[src/rtl/btn_io_pkg.sv]
// Shared constants and types for the button input port and its debouncer.
package btn_io_pkg;

  localparam int DATA_W = 16;
  localparam int ADDR_W = 12;

  typedef logic [DATA_W-1:0] bus_word_t;
  typedef logic [ADDR_W-1:0] bus_addr_t;

  localparam bus_addr_t ADDR_STAT_DEF = 12'd111;
  localparam bus_addr_t ADDR_EVT_DEF  = 12'd112;

endpackage

[src/rtl/btn_debounce.sv]
// Single-button conditioner: 2-flop synchroniser, stability counter and debounced level.
// rise is combinational and marks the cycle whose falling edge will set level.
module btn_debounce #(
  parameter int DEB_CYCLES = 500000,
  parameter int CNT_W      = 20
) (
  input  logic clk,
  input  logic res,
  input  logic btn_n,
  output logic level,
  output logic rise
);

  localparam logic [CNT_W-1:0] CNT_LAST = CNT_W'(DEB_CYCLES - 1);

  logic             sync1_q, sync1_d;
  logic             sync2_q, sync2_d;
  logic             level_q, level_d;
  logic [CNT_W-1:0] cnt_q, cnt_d;

  always_comb begin
    sync1_d = ~btn_n;
    sync2_d = sync1_q;
    level_d = level_q;
    cnt_d   = '0;
    // Any sample matching the current level restarts the stability window.
    if (sync2_q != level_q) begin
      if (cnt_q == CNT_LAST) begin
        level_d = sync2_q;
      end else begin
        cnt_d = cnt_q + 1'b1;
      end
    end
  end

  always_ff @(negedge clk or negedge res) begin
    if (!res) begin
      sync1_q <= 1'b0;
      sync2_q <= 1'b0;
      level_q <= 1'b0;
      cnt_q   <= '0;
    end else begin
      sync1_q <= sync1_d;
      sync2_q <= sync2_d;
      level_q <= level_d;
      cnt_q   <= cnt_d;
    end
  end

  assign level = level_q;
  assign rise  = level_d & ~level_q;

endmodule

[src/rtl/btn_input_port.sv]
// Memory-mapped push-button input port: debounced status and sticky press events.
// Define BTN_INPUT_IRQ_EN to add the irq output (registered OR of the event bits).
module btn_input_port
  import btn_io_pkg::*;
#(
  parameter int        NBTN       = 2,
  parameter int        DEB_CYCLES = 500000,
  parameter int        CNT_W      = 20,
  parameter bus_addr_t ADDR_STAT  = ADDR_STAT_DEF,
  parameter bus_addr_t ADDR_EVT   = ADDR_EVT_DEF
) (
  input  logic            clk,
  input  logic            res,
  input  logic [NBTN-1:0] btn,
  input  bus_addr_t       addr,
  input  logic            sel,
  input  logic            ld,
  input  bus_word_t       wdata,
  output bus_word_t       rdata,
  output logic            hit,
  output logic [NBTN-1:0] pressed
`ifdef BTN_INPUT_IRQ_EN
  ,
  output logic            irq
`endif
);

  logic [NBTN-1:0] level;
  logic [NBTN-1:0] rise;
  logic [NBTN-1:0] evt_q, evt_d;
  logic [NBTN-1:0] evt_clr;
  bus_word_t       rdata_q, rdata_d;
  logic            hit_q, hit_d;
  logic            unused_wdata;

  for (genvar i = 0; i < NBTN; i++) begin : g_btn
    btn_debounce #(
      .DEB_CYCLES(DEB_CYCLES),
      .CNT_W     (CNT_W)
    ) u_deb (
      .clk  (clk),
      .res  (res),
      .btn_n(btn[i]),
      .level(level[i]),
      .rise (rise[i])
    );
  end

  always_comb begin
    rdata_d = '0;
    hit_d   = 1'b0;
    evt_clr = '0;
    if (sel && ld) begin
      if (addr == ADDR_STAT) begin
        rdata_d[NBTN-1:0] = level;
        hit_d             = 1'b1;
      end else if (addr == ADDR_EVT) begin
        rdata_d[NBTN-1:0] = evt_q;
        hit_d             = 1'b1;
        evt_clr           = '1;
      end
    end else if (sel && !ld && (addr == ADDR_EVT)) begin
      evt_clr = wdata[NBTN-1:0];
    end
    // A press landing on the same edge as a clear must survive it.
    evt_d = (evt_q & ~evt_clr) | rise;
  end

  always_ff @(negedge clk or negedge res) begin
    if (!res) begin
      evt_q   <= '0;
      rdata_q <= '0;
      hit_q   <= 1'b0;
    end else begin
      evt_q   <= evt_d;
      rdata_q <= rdata_d;
      hit_q   <= hit_d;
    end
  end

  assign rdata        = rdata_q;
  assign hit          = hit_q;
  assign pressed      = level;
  assign unused_wdata = ^wdata;

`ifdef BTN_INPUT_IRQ_EN
  logic irq_q, irq_d;

  assign irq_d = |evt_q;

  always_ff @(negedge clk or negedge res) begin
    if (!res) begin
      irq_q <= 1'b0;
    end else begin
      irq_q <= irq_d;
    end
  end

  assign irq = irq_q;
`endif

endmodule

[config.mk]
export PLATFORM = sky130hd
export DESIGN_NAME = btn_input_port
export DESIGN_NICKNAME = d
export VERILOG_FILES = /design/src/rtl/btn_io_pkg.sv /design/src/rtl/btn_debounce.sv /design/src/rtl/btn_input_port.sv
export SDC_FILE = /design/constraint.sdc
export NUM_CORES = 1
export LEC_CHECK = 0
export ABC_AREA = 1
export CAP_MARGIN = 20
export CORE_MARGIN = 4
export CORE_UTILIZATION = 47
export CTS_CLUSTER_SIZE = 10
export DETAILED_ROUTE_END_ITERATION = 16
export DONT_BUFFER_PORTS = 1
export PLACE_DENSITY = 0.6
export SLEW_MARGIN = 20
export SYNTH_ARGS = -nofsm -noshare
export SYNTH_HDL_FRONTEND = slang
export SYNTH_HIERARCHICAL = 1
export SYNTH_SLANG_ARGS = --single-unit
[constraint.sdc]
create_clock -name clk -period 2.3 [get_ports clk]
set_clock_uncertainty 0.2 [all_clocks]
set_input_delay 0.575 -clock clk [delete_from_list [all_inputs] [get_ports clk]]
set_output_delay 0.575 -clock clk [all_outputs]
set_load 0.1 [all_outputs]
* Yosys cells after proc, flatten, opt, wreduce, memory -nomap -nowiden *
Index checks and enable logic that the tools add are counted.

word-level totals
  output and inout port bits = 19
  bits in registers = 51
  logic and storage cells = 50
  input bits = 34

cells by class
  reductions and logical operators = 4
  add/subtract/negate cells = 2
  bitwise gates (word level) = 9
  equality and inequality tests = 6
  mux-type cells = 18

operators with widths
  kind                   count
  $mux 20                4
  $add 20x1->20 const B  2
  $eq 20x19->1 const B   2
  $eq 12x7->1 const B    2
  $mux 2                 7
  $mux 1                 7
  $not 1->1              4
  $logic_and 1x1->1      3
  $and 1x1->1            2
  $and 2x2->2            1
  $ne 1x1->1             2
  $not 2->2              1
  $or 2x2->2             1
  $logic_not 1->1        1

* Depth between registers and ports, before layout *
Gate-level depths: netlist of run 1.

  depth in word-level cells = 8
  depth in mapped cells = 9
  depth with buffers taken out = 9

* By module *
The synthesis of run 1 kept the hierarchy.

by module, submodules not included
  module          seq. area each (um^2)  instances  area each (um^2)  cells each
  btn_debounce    575.6                  2          1,352.5           183
  btn_input_port  125.1                  1          420.4             58

==> results of run 1 <==
-- cell type report --
cell class,instances,area [um^2]
clock buffers,6,82.58
inverters,44,172.7
repair buffers,11,145.1
flip-flops and latches,51,1276
well taps,77,96.34
clock inverters,2,35.03
multi-input cells,326,1665
fillers,630,2913
-- cells in the final DEF (no fill, tap or decap), types with 2 or more instances in the layout --
cell type,count
nand3_1,33
clkbuf_8,6
a21oi_1,4
buf_12,5
buf_4,6
o21ai_1,4
nor3b_1,2
nor2_4,17
nand2_4,2
ha_1,2
dfrtn_1,51
o21ai_0,2
xnor2_1,8
nand2_1,85
nor2_1,103
nor3_2,2
nor2_2,6
o22ai_1,2
xor2_1,10
nand2_2,14
and2_1,4
inv_1,40
inv_2,3
conb_1,14
nor3_1,2
nand3_2,3
nand4_1,5
-- per-stage QoR --
stage / utilization, % / cell area (um^2)
final: 54.39 / 3473
after global routing: 54.39 / 3473
after CTS: 54.31 / 3468
after detailed placement: 52.27 / 3338
after global placement: 52.27 / 3338
after floorplan: - / 3219
-- logic make-up (layout without fill, tap and decap cells) --
logic type               Yosys count  after routing  synth area share, %
AND/OR/NAND/NOR                  280            280                42.23
buffers and inverters             60             63                8.967
flip-flops                        51             51                40.83
XOR/XNOR                          18             18                5.044
AO/OA/AOI/OAI                     12             12                2.002
adder cells (fa/ha/maj)            2              2               0.8005
other                              1             14               0.1200
-- path summary, 6_finish.rpt --
path                                         start                  endpoint  slack (ps)  depth (start not counted)
min in group asynchronous                      res  g_btn[1].u_deb/cnt_q[10]         790                          0
min reg2reg                 g_btn[0].u_deb/sync1_q    g_btn[0].u_deb/sync2_q         100                          0
max reg2reg                g_btn[0].u_deb/cnt_q[0]   g_btn[0].u_deb/cnt_q[3]         560                          6
min                         g_btn[0].u_deb/sync1_q    g_btn[0].u_deb/sync2_q         100                          0
max in group asynchronous                      res   g_btn[0].u_deb/cnt_q[1]         970                          0
max                           g_btn[0].u_deb/level                pressed[0]        -580                          1
-- sequential cells by signal, indices dropped and copies added, names as in the netlist --
signal,cells
evt_q,2
g_btn.u_deb/sync1_q,2
rdata,2
hit,1
g_btn.u_deb/cnt_q,40
g_btn.u_deb/level,2
g_btn.u_deb/sync2_q,2
-- where the power goes --
part           switching, mW  internal, mW  leakage, nW
registers            0.00796         0.914        0.688
logic                  0.132        0.0208        0.759
clock network          0.286         0.352       0.0612
-- per-layer routing --
| metal | track usage (%) | wire length (um) | part of all wire [%] | vias up |
|---|---|---|---|---|
| li1 | - | - | - | 1308 |
| met1 | 21.69 | 2708 | 43 | 1152 |
| met2 | 31.78 | 3303 | 52 | 30 |
| met3 | 3.041 | 199 | 3.1 | 12 |
| met4 | 6.360 | 121 | 1.9 | 0 |
| met5 | 0 | 0 | 0 | - |
-- timing repair --
item / in CTS / in global routing
endpoints found under the setup margin: 7 / 7
setup buffers: 1 / 0
resized for setup: 1 / 2
hold endpoints to repair: 0 / 0
gates cloned: 0 / 0
pin swaps: 1 / 1
==> results.json, run 1 <==
{
  "final_max_slew_viol_count": 0,
  "vias": 2502,
  "grt_usage_pct": 17.91,
  "netlist_area_mm2": 0.003125,
  "wl_per_cell_um": 12.25,
  "cts_hold_buf": 0,
  "p_per_area_mw_per_mm2": 493.1,
  "grt_pass1_wl_um": 11140,
  "row_count": 29,
  "cts_tree": "yes",
  "die_x_um": 89.55,
  "worstPathCellList": "buf_12",
  "leakage_nw": 1.508,
  "synth_area_leaders": "dfrtn_1 41%, nor2_1 13%, nand2_1 10%, nand3_1 5.8%, inv_1 4.9%",
  "routed_wl_um": 6332,
  "whs_ps": 100.7,
  "ir_worst_vdd_mv": 0.2866,
  "instances_no_fill": 517,
  "drv_cap": 0,
  "synth_seq_area_share_pct": 40.83,
  "io_pins": 53,
  "dpl.hpwl_um": 5015,
  "grt_pass1_vias": 2465,
  "setup_tns_ps": -2844,
  "port_buffers": 0,
  "grt_max_degree": 52,
  "avgSynthCellArea_um2": 7.371,
  "crit_path_end_kind": "primary output",
  "clk_pin_slew_worst_paths_ps": 60,
  "cp_max_fo": 2,
  "die_height_um": 89.55,
  "final_nets": 475,
  "hp-class": "reg2reg",
  "clock_path_buffers": 2,
  "clock_latency_ps": 310,
  "drc": 0,
  "finalWorstSetupSlack_ps": -578.4,
  "worstPathBufferInverterCount": 1,
  "rsz0062_at_grt": "yes",
  "coreArea_mm2": 0.006386,
  "cts_root_buffer": "clkbuf_8",
  "dp.cells": 508,
  "start_util_pct": 48.94,
  "critical_path_class": "reg2out",
  "synth_edf_count": 0,
  "cp_slowest_cell": "dfrtn_1",
  "total_power_mw": 1.713,
  "cpPeakStageDelay_ps": 470,
  "synth.largest_area_cell": "dfrtn_1",
  "via_per_inst": 4.839,
  "yosys_most_used_dff": "dfrtn_1",
  "yosysUniqueCellTypes": 26,
  "violations": "setup timing",
  "setup_viol": 7,
  "grt_overflow_total": 0,
  "async_reset_ff_share_pct": 100.0,
  "start_kind": "flip-flop",
  "numCtsBuffers": 5,
  "antenna_found_initial": 0,
  "status": "complete, but fails checks",
  "synthTopCellsByCount": "106 x nor2_1, 86 x nand2_1, 51 x dfrtn_1",
  "hold_violations": 0,
  "first_iter_violations": 105,
  "ant_nets": 0,
  "synth_top_area_share_pct": 40.83,
  "cts_sinks": 51,
  "n_antenna_cell": 0,
  "h-tree-depth": 2,
  "synth_cells": 424,
  "yosysWarnings": 6,
  "arrival_ps": 2100,
  "yosys.cell_count.top_type": "nor2_1",
  "drive_gt1_share_pct": 15.68,
  "cpLargestDelayFamily": "flip-flops",
  "cp.required_ps": 1520,
  "areaGrowthSynthToFinish_pct": 11.13,
  "place_ws_ps": -327.7,
  "synth_seq_cells": 51,
  "dieArea_mm2": 0.008018,
  "gp_congestion": 0.9126,
  "drt-pass1-iter-count": 4
}
(Power assumes the default switching activity.)
==> run 2: changes to the inputs <==
Settings changed: CAP_MARGIN 20 to 10.
==> results of run 2 <==
Same layout as run 1: the final DEF is identical, and so are final timing and power.
==> run 3: changes to the inputs <==
Settings changed: CTS_CLUSTER_SIZE 10 to not set.
==> results of run 3 <==
Same layout as run 1: the final DEF is identical, and so are final timing and power.
